`src/rtl/pss_ctrl_pkg.sv`:
```
// Shared types and constants for the PSS tracking controller.
// Latency: n/a (types, constants and one pure function only).
// Backpressure: n/a.
package pss_ctrl_pkg;

  typedef enum logic [1:0] {
    IDLE   = 2'd0,
    SEARCH = 2'd1,
    TRACK  = 2'd2
  } state_t;

  localparam logic [1:0] MODE_SEARCH = 2'd0;
  localparam logic [1:0] MODE_TRACK  = 2'd1;
  localparam logic [1:0] MODE_IDLE   = 2'd2;

  typedef logic [1:0] n_id_2_t;

  // Mode word as read back through the register map.
  function automatic logic [1:0] mode_of(input state_t s);
    case (s)
      SEARCH:  return MODE_SEARCH;
      TRACK:   return MODE_TRACK;
      default: return MODE_IDLE;
    endcase
  endfunction

endpackage

```
`src/rtl/sat_counter.sv`:
```
// Saturating up-counter with synchronous clear; clear beats increment.
// Latency: count updates on the clock edge after inc/clr.
// Backpressure: none; an increment arriving at full scale is absorbed (count holds).
// Ports: clk_i/reset_ni clock and async active-low reset, clr zeroes, inc adds one, count value.
module sat_counter #(
  parameter int WIDTH = 32
) (
  input  logic             clk_i,
  input  logic             reset_ni,
  input  logic             clr,
  input  logic             inc,
  output logic [WIDTH-1:0] count
);

  always_ff @(posedge clk_i or negedge reset_ni) begin
    if (!reset_ni) begin
      count <= '0;
    end else if (clr) begin
      count <= '0;
    end else if (inc && (count != {WIDTH{1'b1}})) begin
      count <= count + WIDTH'(1);
    end
  end

endmodule

```
`src/rtl/pss_tracking_controller.sv`:
```
// Sequences the PSS detector: free-running in SEARCH, windowed around the SSB period in TRACK.
// Latency: state and all registered outputs update one clock after the input event.
// Backpressure: none; peak and sample strobes are consumed every cycle they are presented.
// Ports: clk_i/reset_ni clock and async active-low reset; enable_i level enable; clear_counters_i
//   zeroes the peak counters; sample_valid_i advances the period counter; peak_valid_i/peak_N_id_2_i
//   detector peaks; detector_en_o gates the correlator; mode_o/locked_o/N_id_2_o/N_id_2_valid_o status;
//   peak_counter_{0,1,2}_o per-N_id_2 peak counts.
// Build option: define LOCK_LOSS_IRQ_EN to add irq_o, a one-cycle pulse on every locked_o change.
module pss_tracking_controller
  import pss_ctrl_pkg::*;
#(
  parameter int PERIOD_SAMPLES = 76800,
  parameter int WINDOW_SAMPLES = 8,
  parameter int LOCK_HITS      = 3,
  parameter int MAX_MISSES     = 4
) (
  input  logic        clk_i,
  input  logic        reset_ni,
  input  logic        enable_i,
  input  logic        clear_counters_i,
  input  logic        sample_valid_i,
  input  logic        peak_valid_i,
  input  logic [1:0]  peak_N_id_2_i,
  output logic        detector_en_o,
  output logic [1:0]  mode_o,
  output logic        locked_o,
  output logic [1:0]  N_id_2_o,
  output logic        N_id_2_valid_o,
  output logic [31:0] peak_counter_0_o,
  output logic [31:0] peak_counter_1_o,
  output logic [31:0] peak_counter_2_o
`ifdef LOCK_LOSS_IRQ_EN
  ,
  output logic        irq_o
`endif
);

  localparam int CNT_W  = $clog2(PERIOD_SAMPLES + WINDOW_SAMPLES + 1);
  localparam int HIT_W  = $clog2(LOCK_HITS + 1);
  localparam int MISS_W = $clog2(MAX_MISSES + 1);

  localparam logic [CNT_W-1:0]  WIN_LO      = CNT_W'(PERIOD_SAMPLES - WINDOW_SAMPLES);
  localparam logic [CNT_W-1:0]  WIN_HI      = CNT_W'(PERIOD_SAMPLES + WINDOW_SAMPLES);
  // After a miss the counter restarts at WINDOW so the next window stays on the old phase.
  localparam logic [CNT_W-1:0]  WIN_RESTART = CNT_W'(WINDOW_SAMPLES);
  localparam logic [HIT_W-1:0]  HITS_LOCK   = HIT_W'(LOCK_HITS);
  localparam logic [MISS_W-1:0] MISS_LIMIT  = MISS_W'(MAX_MISSES);

  state_t              state, state_nxt;
  logic [CNT_W-1:0]    cnt, cnt_nxt;
  logic [HIT_W-1:0]    hits, hits_nxt, hits_inc;
  logic [MISS_W-1:0]   misses, misses_nxt, misses_inc;
  n_id_2_t             n_id_2_nxt;
  logic                locked_nxt;
  logic                valid_nxt;

  logic peak_ok;
  logic in_window;
  logic hit;

  assign peak_ok    = peak_valid_i && (peak_N_id_2_i != 2'd3);
  assign in_window  = (cnt >= WIN_LO) && (cnt <= WIN_HI);
  assign hit        = peak_ok && in_window && (peak_N_id_2_i == N_id_2_o);
  assign hits_inc   = (hits == HITS_LOCK) ? hits : hits + HIT_W'(1);
  assign misses_inc = misses + MISS_W'(1);

  always_comb begin
    state_nxt  = state;
    cnt_nxt    = cnt;
    hits_nxt   = hits;
    misses_nxt = misses;
    n_id_2_nxt = N_id_2_o;
    locked_nxt = locked_o;
    valid_nxt  = N_id_2_valid_o;

    if (!enable_i) begin
      state_nxt  = IDLE;
      cnt_nxt    = '0;
      hits_nxt   = '0;
      misses_nxt = '0;
      locked_nxt = 1'b0;
      valid_nxt  = 1'b0;
    end else begin
      case (state)
        IDLE: begin
          state_nxt = SEARCH;
        end
        SEARCH: begin
          if (peak_ok) begin
            state_nxt  = TRACK;
            n_id_2_nxt = peak_N_id_2_i;
            cnt_nxt    = '0;
            hits_nxt   = HIT_W'(1);
            misses_nxt = '0;
            valid_nxt  = 1'b1;
            locked_nxt = (LOCK_HITS <= 1);
          end
        end
        TRACK: begin
          // A hit takes precedence over the miss check, so a peak on the last
          // window sample still counts as a hit.
          if (hit) begin
            cnt_nxt    = '0;
            misses_nxt = '0;
            hits_nxt   = hits_inc;
            if (hits_inc == HITS_LOCK) begin
              locked_nxt = 1'b1;
            end
          end else if (sample_valid_i) begin
            if (cnt == WIN_HI) begin
              cnt_nxt    = WIN_RESTART;
              hits_nxt   = '0;
              misses_nxt = misses_inc;
              if (misses_inc == MISS_LIMIT) begin
                state_nxt  = SEARCH;
                cnt_nxt    = '0;
                misses_nxt = '0;
                locked_nxt = 1'b0;
                valid_nxt  = 1'b0;
              end
            end else begin
              cnt_nxt = cnt + CNT_W'(1);
            end
          end
        end
        default: begin
          state_nxt = IDLE;
        end
      endcase
    end
  end

  // Outputs are derived from next-state values so that detector_en_o and
  // mode_o line up with the registered state and counter in the same cycle.
  always_ff @(posedge clk_i or negedge reset_ni) begin
    if (!reset_ni) begin
      state          <= IDLE;
      cnt            <= '0;
      hits           <= '0;
      misses         <= '0;
      N_id_2_o       <= '0;
      N_id_2_valid_o <= 1'b0;
      locked_o       <= 1'b0;
      detector_en_o  <= 1'b0;
      mode_o         <= MODE_IDLE;
    end else begin
      state          <= state_nxt;
      cnt            <= cnt_nxt;
      hits           <= hits_nxt;
      misses         <= misses_nxt;
      N_id_2_o       <= n_id_2_nxt;
      N_id_2_valid_o <= valid_nxt;
      locked_o       <= locked_nxt;
      detector_en_o  <= (state_nxt == SEARCH) ||
                        ((state_nxt == TRACK) && (cnt_nxt >= WIN_LO) && (cnt_nxt <= WIN_HI));
      mode_o         <= mode_of(state_nxt);
    end
  end

`ifdef LOCK_LOSS_IRQ_EN
  always_ff @(posedge clk_i or negedge reset_ni) begin
    if (!reset_ni) begin
      irq_o <= 1'b0;
    end else begin
      irq_o <= (locked_nxt != locked_o);
    end
  end
`endif

  // Peaks are counted in every non-IDLE state regardless of window or tracked N_id_2.
  logic count_en;
  assign count_en = peak_valid_i && (state != IDLE);

  sat_counter #(.WIDTH(32)) u_peak_cnt_0 (
    .clk_i    (clk_i),
    .reset_ni (reset_ni),
    .clr      (clear_counters_i),
    .inc      (count_en && (peak_N_id_2_i == 2'd0)),
    .count    (peak_counter_0_o)
  );

  sat_counter #(.WIDTH(32)) u_peak_cnt_1 (
    .clk_i    (clk_i),
    .reset_ni (reset_ni),
    .clr      (clear_counters_i),
    .inc      (count_en && (peak_N_id_2_i == 2'd1)),
    .count    (peak_counter_1_o)
  );

  sat_counter #(.WIDTH(32)) u_peak_cnt_2 (
    .clk_i    (clk_i),
    .reset_ni (reset_ni),
    .clr      (clear_counters_i),
    .inc      (count_en && (peak_N_id_2_i == 2'd2)),
    .count    (peak_counter_2_o)
  );

endmodule

```
`config.mk`:
```
export PLATFORM = sky130hd
export DESIGN_NAME = pss_tracking_controller
export DESIGN_NICKNAME = d
export VERILOG_FILES = /design/src/rtl/pss_ctrl_pkg.sv /design/src/rtl/sat_counter.sv /design/src/rtl/pss_tracking_controller.sv
export SDC_FILE = /design/constraint.sdc
export NUM_CORES = 1
export LEC_CHECK = 0
export BUFFER_PORTS_ARGS = -buffer_cell sky130_fd_sc_hd__buf_4
export CELL_PAD_IN_SITES_DETAIL_PLACEMENT = 0
export CELL_PAD_IN_SITES_GLOBAL_PLACEMENT = 1
export CORE_MARGIN = 5
export CORE_UTILIZATION = 47
export CTS_CLUSTER_DIAMETER = 80
export DETAILED_ROUTE_END_ITERATION = 8
export GPL_TIMING_DRIVEN = 0
export PLACE_DENSITY = 0.83
export RECOVER_POWER = 25
export SYNTH_ARGS = -nofsm -noshare
export SYNTH_HDL_FRONTEND = slang
export SYNTH_SLANG_ARGS = --single-unit
export TNS_END_PERCENT = 50
```
`constraint.sdc`:
```
create_clock -name clk_i -period 5.8 [get_ports clk_i]
set_clock_uncertainty 0.1 [all_clocks]
set_input_delay 0.29 -clock clk_i [delete_from_list [all_inputs] [get_ports clk_i]]
set_output_delay 0.29 -clock clk_i [all_outputs]
set_load 0.01 [all_outputs]
```
* Word-level counts from Yosys, hierarchy flattened
Cells that the tools add are included.
Storage, ports and cells: register bits after elaboration 127, bits in latches 0, bits in writable memories 0, ROM bits 0, word-level logic and storage cells 118, memories 0
Cells by class: $add $sub $neg 6, multiply operators 0, div/mod/pow operators 0, magnitude comparators 4, equal/unequal tests 25, shift-type cells 0, mux-type cells 47, bitwise operators 0, reduce and logical (&&, ||, !) cells 24
Operators with widths (count):
- $mux 32 | 6
- $add 32x1->32 const B | 3
- $ne 32x32->1 const B | 3
- $mux 17 | 5
- $ge 17x17->1 const B | 2
- $le 17x17->1 const B | 2
- $pmux 17 s2 | 1
- $mux 2 | 12
- $mux 3 | 6
- $add 17x1->17 const B | 1
- $eq 17x17->1 const B | 1
- $ne 4x4->1 const B | 4
- $ne 3x3->1 const B | 5
- $logic_and 1x1->1 | 13
- $reduce_and 6->1 | 2
- $eq 2x2->1 const B | 5
- $mux 1 | 10
- $pmux 2 s2 | 2
- $reduce_bool 2->1 | 4
- $eq 2x1->1 const B | 3
- $pmux 2 s3 | 1
- $pmux 3 s2 | 1
- $logic_not 2->1 | 2
- $mux 4 | 1
- other kinds (10) | 11

* Logic depth before layout (Yosys ltp)
Gate-level depths: netlist of run 1.
depth in word-level cells 12, mapped depth 12, mapped depth without buffers 11

* Cells and area by module
Synthesis of run 1 repeated with hierarchy kept, for this count alone.
Unflattened totals: cells, all modules 858, area total of the unflattened synthesis 7806.2 µm²
Modules (own cells, without submodules):
- sat_counter | instances 3, cells each 198, area an instance 1854.3 µm², seq. area each 800.8 µm²
- pss_tracking_controller | instances 1, cells each 264, area an instance 2243.4 µm², seq. area each 777.0 µm²

* Worst setup path after synthesis of run 1
Ideal clock, no wire load.
path kind register to register, start point register state[0], end point register detector_en_o, arrival 2.475 ns, setup slack 3.159 ns, cell stages (with the launch flop) 11, buffers on the path 1, clock period less this slack 2.641 ns, cells stage by stage dfrtp_1 -> inv_1 -> ha_1 -> clkbuf_1 -> nand2_1 -> a211oi_4 -> nand2_2 -> o31a_2 -> o41ai_2 -> a31o_1 -> a41o_1
On the way: word-level cells in the longest chain between the ends 10, elaborated cells on any way between the ends 19
RTL lines:
- start, declared | RTL line pss_tracking_controller.sv:49 | state_t state, state_nxt;
- start signal, assigned | RTL line pss_tracking_controller.sv:147 | state <= state_nxt;
- branches (longest 9 deep; another with $ge 17x17->1)
- $logic_or 1x1->1 (*) | RTL line pss_tracking_controller.sv:154 | detector_en_o <= (state_nxt == SEARCH) ||
- end signal, assigned | RTL line pss_tracking_controller.sv:154
- end, declared | RTL line pss_tracking_controller.sv:24 | output logic detector_en_o,
Mark *: on every way between the ends. A chain may end at the register's enable or synchronous reset.

* Worst setup path after layout of run 1
start point register state[0], end point register detector_en_o
On the way: elaborated cells on any way between the ends 19
RTL lines:
- $eq 2x2->1 / $eq 2x1->1 (equally long branches) | RTL line pss_tracking_controller.sv:84 | case (state)
- $pmux 17 s2 (*) | RTL line pss_tracking_controller.sv:84
- $mux 17 (*) | RTL line pss_tracking_controller.sv:76 | if (!enable_i) begin
- via cnt_nxt[12] | RTL line pss_tracking_controller.sv:50 | logic [CNT_W-1:0] cnt, cnt_nxt;
- $ge 17x17->1 | RTL line pss_tracking_controller.sv:155 | ((state_nxt == TRACK) && (cnt_nxt >= WIN_LO) && (cnt_nxt <= WIN_HI));
- $logic_and 1x1->1 | RTL line pss_tracking_controller.sv:155
- $logic_and 1x1->1 (*) | RTL line pss_tracking_controller.sv:155
- $logic_or 1x1->1 (*) | RTL line pss_tracking_controller.sv:154
Mark *: on every way through the listed nets, which the timed path passes. The rest lies on a longest branch.

==> flow_metrics.env, run 1 <==
export IMPL_failed_checks="capacitance limit, slew limit"
export IMPL_number_of_enable_type_register_cells_in_the_synthesized_netlist=0
export IMPL_clk_latency_ns=0.42
export IMPL_timing_critical_path_slowest_stage_cell="sky130_fd_sc_hd__a211oi_4"
export IMPL_drc=0
export IMPL_cts_root_buffer_type="sky130_fd_sc_hd__clkbuf_16"
export IMPL_antennaDiodeCount=0
export IMPL_crit_buf_inv=2
export IMPL_synth_top_area_frac=0.4510
export IMPL_dp_slack_ns=2.427
export IMPL_vdd_drop_max_uv=184.4
export IMPL_starting_drc_count_in_detailed_routing=407
export IMPL_io_pins=111
export IMPL_finalHoldWorstSlack_ns=0.1064
export IMPL_final_cell_mix="sky130_fd_sc_hd__dfrtp_1, sky130_fd_sc_hd__nor2_1, sky130_fd_sc_hd__buf_4"
export IMPL_detail_route_wl_per_cell_um=17.13
export IMPL_worst_setup_path_startpoint="state[0]$_DFF_PN0_"
export IMPL_synth_seq_cells=127
export IMPL_setup_worst_path_start_class="register"
export IMPL_flow_area_growth_from_synthesis_pct=22.80
export IMPL_worst_setup_path_end_kind="register"
export IMPL_most_instantiated_flip_flop_cell_in_the_synthesis_netlist="sky130_fd_sc_hd__dfrtp_1"
export IMPL_grt_setup_unrepaired="no"
export IMPL_arrival_ns=3.66
export IMPL_final_hold_viol_count=0
export IMPL_syn_inst_count=758
export IMPL_yosysSeqAreaShare=0.4547
export IMPL_fmax_mhz=288.4
export IMPL_clkSlewWorstSetupHoldPaths_ns=0.06
export IMPL_pwr_density_cell_nw_per_um2=240.4
export IMPL_dieHeight_um=132.0
export IMPL_drtPass1Iterations=5
export IMPL_ff2ff_setup_slack_ns=2.33
export IMPL_regToRegEndpoint="detector_en_o$_DFF_PN0_"
export IMPL_hold_class="input pin to register"
export IMPL_detailed_place_hpwl_um=13280
export IMPL_fill_cells=1289
export IMPL_run_status="complete, but fails checks"
export IMPL_global_route_overflow_total=0
export IMPL_synth_warnings=0
export IMPL_effective_utilization_at_floorplan=0.4792
export IMPL_std_cell_rows=44
export IMPL_cts_hold_buffers=1
export IMPL_maxCapViolations=1
export IMPL_number_of_global_route_vias_before_repair=6072
export IMPL_wirelength_um=18540
export IMPL_cp_top_family="compound AO/OA/AOI/OAI gates"
export IMPL_cts_tree="built"
export IMPL_synth_net_count=779
export IMPL_ctsLongestPathBuffers=2
export IMPL_number_of_antenna_violations_at_the_first_check_in_global_routing=0
export IMPL_place_area_um2=8056
export IMPL_routabilityCongestion=0.9254
export IMPL_worst_slew_pin_slew_ns=2.175
export IMPL_netlist_cell_type_count=67
export IMPL_timing_setup_critical_path_class="register to register"
export IMPL_timing_critical_path_required_ns=5.99
export IMPL_fin_tns_setup_ns=0
export IMPL_routed_via_count=6074
export IMPL_worst_path_stages=10
export IMPL_placement_io_buffers=107
export IMPL_pin_count_of_the_biggest_net_entering_global_routing=91
export IMPL_layout_cell_area_non_filler_um2=8586
export IMPL_worst_r2r_startpoint="state[0]$_DFF_PN0_"
export IMPL_die_area_um2=17410
export IMPL_cts_repair_timing_setup_buffer_count=0
export IMPL_final_layout_size_suffix_gt1_frac=0.1704
export IMPL_fp_coreArea_um2=14590
export IMPL_crit_path_to="detector_en_o$_DFF_PN0_"
export IMPL_syn_avg_cell_area_um2=9.224
export IMPL_numCtsBuffers=17
export IMPL_slew_headroom=-0.4503
export IMPL_min_from="peak_N_id_2_i[1]"
export IMPL_finalNetCount=907
export IMPL_grt_pass1_wl_um=31730
export IMPL_gr_usage_all_layers=0.2183
export IMPL_cts_htree_levels=4
export IMPL_post_synth_instance_area_um2=6992
export IMPL_timing_critical_path_fanout_max=10
export IMPL_synthTopCellsByArea="sky130_fd_sc_hd__dfrtp_1, sky130_fd_sc_hd__xor2_1, sky130_fd_sc_hd__nor2_1"
export IMPL_finalPower_mw=2.064
export IMPL_slew_violations=38
export IMPL_mostFrequentLayoutCell="sky130_fd_sc_hd__dfrtp_1"
export IMPL_timing_final_ws_setup_ns=2.333
export IMPL_cpPeakStageDelay_ns=0.55
export IMPL_chipWidth_um=132.0
export IMPL_worst_r2r_path_depth=10
export IMPL_synth_area_leader_cell="sky130_fd_sc_hd__dfrtp_1"
export IMPL_report_final_setup_viol=0
export IMPL_post_cts_resized=0
export IMPL_crit_path_cell_trace="inv_1, ha_1, clkbuf_1, nand2_1, a211oi_4, nand2_2, o41ai_2, a21oi_1, a31o_1, a41o_1"
export IMPL_asyncSetResetFlopFracSynth=1.000
export IMPL_ant_nets_after_route=0
export IMPL_finalWorstPathRequiredPeriod_ns=3.467
export IMPL_power_static_leakage_nw=3.849
export IMPL_final_min_period_over_clock_period=0.5978
export IMPL_route_detailed_vias_per_inst=5.614
export IMPL_clkSinkCount=127
## state kept, by name, indices dropped and copies added, names as in the netlist
signal,cells
state,2
detector_en_o,1
u_peak_cnt_2.count,32
misses,3
mode_o,2
cnt,17
locked_o,1
u_peak_cnt_0.count,32
N_id_2_o,2
N_id_2_valid_o,1
hits,2
u_peak_cnt_1.count,32
## logic make-up (layout without fill, tap and decap cells)
| group | after synthesis | count (layout) | synth area share |
|---|---|---|---|
| AOI/OAI and AO/OA | 82 | 82 | 0.08536 |
| xor gates and xnor gates | 90 | 90 | 0.1127 |
| adders and majority gates | 13 | 13 | 0.02326 |
| buffers and inverters | 48 | 188 | 0.02809 |
| DFF | 127 | 127 | 0.4547 |
| muxes | 7 | 7 | 0.01074 |
| and+or+nand+nor | 391 | 391 | 0.2851 |
## layer usage
metal / track usage / up-vias / routed length, um
li1: - / 2918 / -
met1: 0.3047 / 2970 / 8591
met2: 0.3313 / 162 / 8615
met3: 0.05611 / 24 / 1045
met4: 0.07429 / 0 / 288
met5: 0 / - / 0
## final cells by class
| class | count | area (um2) | share of cell area |
|---|---|---|---|
| Multi-Input combinational cell | 583 | 3616 | 0.4212 |
| Sequential cell | 127 | 3179 | 0.3703 |
| Timing Repair Buffer | 109 | 795.8 | 0.09268 |
| Clock buffer | 25 | 485.5 | 0.05654 |
| Tap cell | 184 | 230.2 | 0.02681 |
| Buffer | 25 | 110.1 | 0.01282 |
| Inverter | 23 | 86.33 | 0.01006 |
| Clock inverter | 6 | 82.58 | 0.009618 |
## worst min-delay path by stage
stage | endpoint | cells past startpoint
2_1_floorplan | N_id_2_o[0]$_DFFE_PN0P_ | 0
3_3_place_gp | hits[0]$_DFFE_PN0P_ | 2
3_5_place_dp | cnt[5]$_DFF_PN0_ | 1
4_1_cts | N_id_2_o[1]$_DFFE_PN0P_ | 2
5_1_grt | N_id_2_o[1]$_DFFE_PN0P_ | 2
6_report | N_id_2_o[1]$_DFFE_PN0P_ | 2
## through the flow
stage | instances | utilization
2_1_floorplan | 758 | -
3_3_place_gp | 1049 | 0.5501
3_5_place_dp | 1050 | 0.5522
4_1_cts | 1082 | 0.5919
5_1_grt | 1082 | 0.5885
6_report | 1082 | 0.5885
## synthesized netlist by cell type, types with 3 or more instances
cell type,number
sky130_fd_sc_hd__nand4_1,24
sky130_fd_sc_hd__and3_1,21
sky130_fd_sc_hd__nand2_1,79
sky130_fd_sc_hd__buf_2,7
sky130_fd_sc_hd__nand2b_1,4
sky130_fd_sc_hd__xor2_1,64
sky130_fd_sc_hd__nand3_1,56
sky130_fd_sc_hd__clkbuf_1,17
sky130_fd_sc_hd__dfrtp_1,126
sky130_fd_sc_hd__nor4_2,3
sky130_fd_sc_hd__nor3_1,21
sky130_fd_sc_hd__or3_1,8
sky130_fd_sc_hd__mux2i_1,3
sky130_fd_sc_hd__a31oi_1,8
sky130_fd_sc_hd__nor2b_1,8
sky130_fd_sc_hd__a41oi_1,4
sky130_fd_sc_hd__and4_1,18
sky130_fd_sc_hd__xnor2_1,26
sky130_fd_sc_hd__a22oi_1,3
sky130_fd_sc_hd__inv_1,23
sky130_fd_sc_hd__mux2_2,4
sky130_fd_sc_hd__a21oi_1,14
sky130_fd_sc_hd__o21ai_0,21
sky130_fd_sc_hd__nand3b_1,3
sky130_fd_sc_hd__nor2_1,112
sky130_fd_sc_hd__and2_1,10
sky130_fd_sc_hd__nor4_1,11
sky130_fd_sc_hd__ha_1,13
## power by group
group          switching, mW  internal [mW]  total, mW
Combinational         0.0796         0.0357      0.115
Sequential           0.00964          0.899      0.908
Clock                  0.378          0.662       1.04
(Power assumes the default switching activity.)
==> run 2, diff against run 1 <==
CORE_UTILIZATION = 44   (was 47)
PLACE_DENSITY = 0.78   (was 0.83)
clock period = 3.3 ns   (was 5.8 ns; I/O delays follow)
==> run 2 against run 1 <==
Compared with the run above:
- the run now ends clean
- global-route usage decreased by 0.85 points
- die area grew 6.3%
- critical path depth stayed put
- combinational power grew 70%
- non-clock buffer count increased by 2
- register-to-register slack got worse by 2.1 ns
- routed wire length up 1.2%
- maximum frequency is 11% higher
- critical path type unchanged
- final area rose by 0.74%
- utilization shrank 3.8 points
- critical endpoint unchanged
==> flow_metrics.env, run 2 (same netlist as run 1, synthesis figures left out) <==
export IMPL_run_status="complete, no violations"
export IMPL_grt_pass1_wl_um=31030
export IMPL_dieHeight_um=136.1
export IMPL_finalHoldWorstSlack_ns=0.06514
export IMPL_mostFrequentLayoutCell="sky130_fd_sc_hd__dfrtp_1"
export IMPL_std_cell_rows=46
export IMPL_chipWidth_um=136.1
export IMPL_vdd_drop_max_uv=354.1
export IMPL_netSwitchingFraction=0.2230
export IMPL_fin_tns_setup_ns=0
export IMPL_pwr_share_seq=0.423
export IMPL_report_final_setup_viol=0
export IMPL_timing_critical_path_fanout_max=10
export IMPL_cts_htree_levels=4
export IMPL_fp_coreArea_um2=15710
export IMPL_maxCapViolations=0
export IMPL_fmax_mhz=321.4
export IMPL_number_of_global_route_vias_before_repair=6002
export IMPL_switchingPower_uw=842.9
export IMPL_starting_drc_count_in_detailed_routing=404
export IMPL_clk_latency_ns=0.41
export IMPL_drtPass1Iterations=5
export IMPL_ctsLongestPathBuffers=2
export IMPL_clockPowerShare=0.526
export IMPL_numCtsBuffers=17
export IMPL_antennaDiodeCount=0
export IMPL_sequential_cell_area_um2=3179
export IMPL_route_detailed_vias_per_inst=5.466
export IMPL_wirelength_um=18770
export IMPL_fill_cells=1467
export IMPL_detailed_place_hpwl_um=13570
export IMPL_number_of_antenna_violations_at_the_first_check_in_global_routing=0
export IMPL_routed_via_count=6095
export IMPL_effective_utilization_at_floorplan=0.4450
export IMPL_grt_setup_unrepaired="no"
export IMPL_io_pins=111
export IMPL_timing_critical_path_required_ns=3.49
export IMPL_cts_tree="built"
export IMPL_die_area_um2=18510
export IMPL_drc=0
export IMPL_slew_headroom=0.1153
export IMPL_pin_count_of_the_biggest_net_entering_global_routing=76
export IMPL_finalNetCount=909
export IMPL_pwr_density_cell_nw_per_um2=436.9
export IMPL_flow_area_growth_from_synthesis_pct=23.71
export IMPL_biggestRegsByFlops="u_peak_cnt_0.count x32, u_peak_cnt_1.count x32, u_peak_cnt_2.count x32"
export IMPL_multiInputGateArea_um2=3627
export IMPL_power_internal_mw=2.936
export IMPL_timing_setup_critical_path_class="register to register"
export IMPL_slew_violations=0
export IMPL_final_cell_mix="sky130_fd_sc_hd__dfrtp_1, sky130_fd_sc_hd__nor2_1, sky130_fd_sc_hd__buf_4"
export IMPL_routabilityCongestion=0.9280
export IMPL_ant_nets_after_route=0
export IMPL_final_layout_size_suffix_gt1_frac=0.1657
export IMPL_hold_class="input pin to register"
export IMPL_power_static_leakage_nw=3.833
export IMPL_clkSinkCount=127
export IMPL_worst_slew_pin_slew_ns=1.327
export IMPL_finalWorstPathRequiredPeriod_ns=3.112
export IMPL_arrival_ns=3.31
export IMPL_cts_root_buffer_type="sky130_fd_sc_hd__clkbuf_16"
export IMPL_placement_io_buffers=107
export IMPL_power_share_combinational=0.052
export IMPL_final_hold_viol_count=0
export IMPL_worst_setup_path_end_kind="register"
export IMPL_final_min_period_over_clock_period=0.9429
export IMPL_detail_route_wl_per_cell_um=16.83
export IMPL_global_route_overflow_total=0
export IMPL_setup_worst_path_start_class="register"
export IMPL_clkSlewWorstSetupHoldPaths_ns=0.06
export IMPL_gr_usage_all_layers=0.2097
==> run 2: cell types whose count changed in the layout (fill, tap and decap cells not counted), moves of 2 or more <==
cell                        previous run  this run
sky130_fd_sc_hd__bufinv_16             2         4
sky130_fd_sc_hd__buf_4                95        86
sky130_fd_sc_hd__clkinv_4              0         2
sky130_fd_sc_hd__clkinv_2              3         1
sky130_fd_sc_hd__clkbuf_1             34        40
==> run 2: per-layer routing <==
| layer | share of wire | global-route usage |
|---|---|---|
| met1 | 0.45 | 0.2830 |
| met2 | 0.49 | 0.3393 |
| met3 | 0.053 | 0.05514 |
| met4 | 0.010 | 0.04927 |
| met5 | 0 | 0 |
==> run 2: per-stage QoR <==
step | cells | area [um2] | utilization | setup WS, ns | power (mW)
2_1_floorplan | 758 | 6992 | - | 0.6593 | 1.725
3_3_place_gp | 1081 | 8065 | 0.5133 | 0.08968 | 1.824
3_5_place_dp | 1082 | 8097 | 0.5153 | 0.07426 | 1.834
4_1_cts | 1114 | 8736 | 0.5560 | 0.04430 | 3.831
5_1_grt | 1115 | 8650 | 0.5505 | 0.01934 | 3.918
6_report | 1115 | 8650 | 0.5505 | 0.1883 | 3.779
==> run 2: path summary, 6_finish.rpt <==
path	slack, ns	depth (start not counted)	start	to
setup / recovery	0.19	10	state[0]$_DFF_PN0_	detector_en_o$_DFF_PN0_
hold / removal	0.07	2	peak_N_id_2_i[0]	N_id_2_o[0]$_DFFE_PN0P_
setup reg to reg	0.19	10	state[0]$_DFF_PN0_	detector_en_o$_DFF_PN0_
hold reg to reg	0.41	2	locked_o$_DFFE_PN0P_	locked_o$_DFFE_PN0P_
max in group asynchronous	0.78	3	reset_ni	u_peak_cnt_2.count[19]$_DFFE_PN0P_
min in group asynchronous	0.50	2	reset_ni	cnt[1]$_DFF_PN0_
==> run 2: worst max-delay path: stages, from the launching register on <==
cell and delay (ns):
sky130_fd_sc_hd__dfrtp_1 0.42, sky130_fd_sc_hd__inv_1 0.10, sky130_fd_sc_hd__ha_1 0.14, sky130_fd_sc_hd__clkbuf_1 0.33, sky130_fd_sc_hd__and2_1 0.25, sky130_fd_sc_hd__clkbuf_1 0.42, sky130_fd_sc_hd__nand3_1 0.32, sky130_fd_sc_hd__o21ai_0 0.39
sky130_fd_sc_hd__o41ai_2 0.09, sky130_fd_sc_hd__a31o_1 0.19, sky130_fd_sc_hd__a41o_1 0.23
==> run 2: area by class of cell <==
type | instances | share of cell area
buffer | 25 | 0.01273
clock buffer | 21 | 0.05323
clock inverter | 9 | 0.01837
inverter | 23 | 0.009981
multi-input combinational | 583 | 0.4194
sequential | 127 | 0.3676
tap | 216 | 0.03125
timing repair buffer | 111 | 0.08752
==> run 2: timing repair <==
| item | in CTS | in global routing |
|---|---|---|
| hold endpoints to repair | 53 | 0 |
| resized for setup | 0 | 3 |
| hold buffers | 2 | 0 |
| setup buffers | 0 | 1 |
| setup endpoints to repair | 0 | 15 |
==> run 2: power groups by stage <==
| stage | logic, mW | registers, mW | clock network (mW) |
|---|---|---|---|
| after global placement | 0.202 | 1.62 | 0 |
| after detailed placement | 0.209 | 1.62 | 0 |
| after global routing | 0.222 | 1.60 | 2.10 |
| after CTS | 0.213 | 1.60 | 2.02 |
| final | 0.195 | 1.60 | 1.99 |
| after floorplan | 0.0972 | 1.63 | 0 |
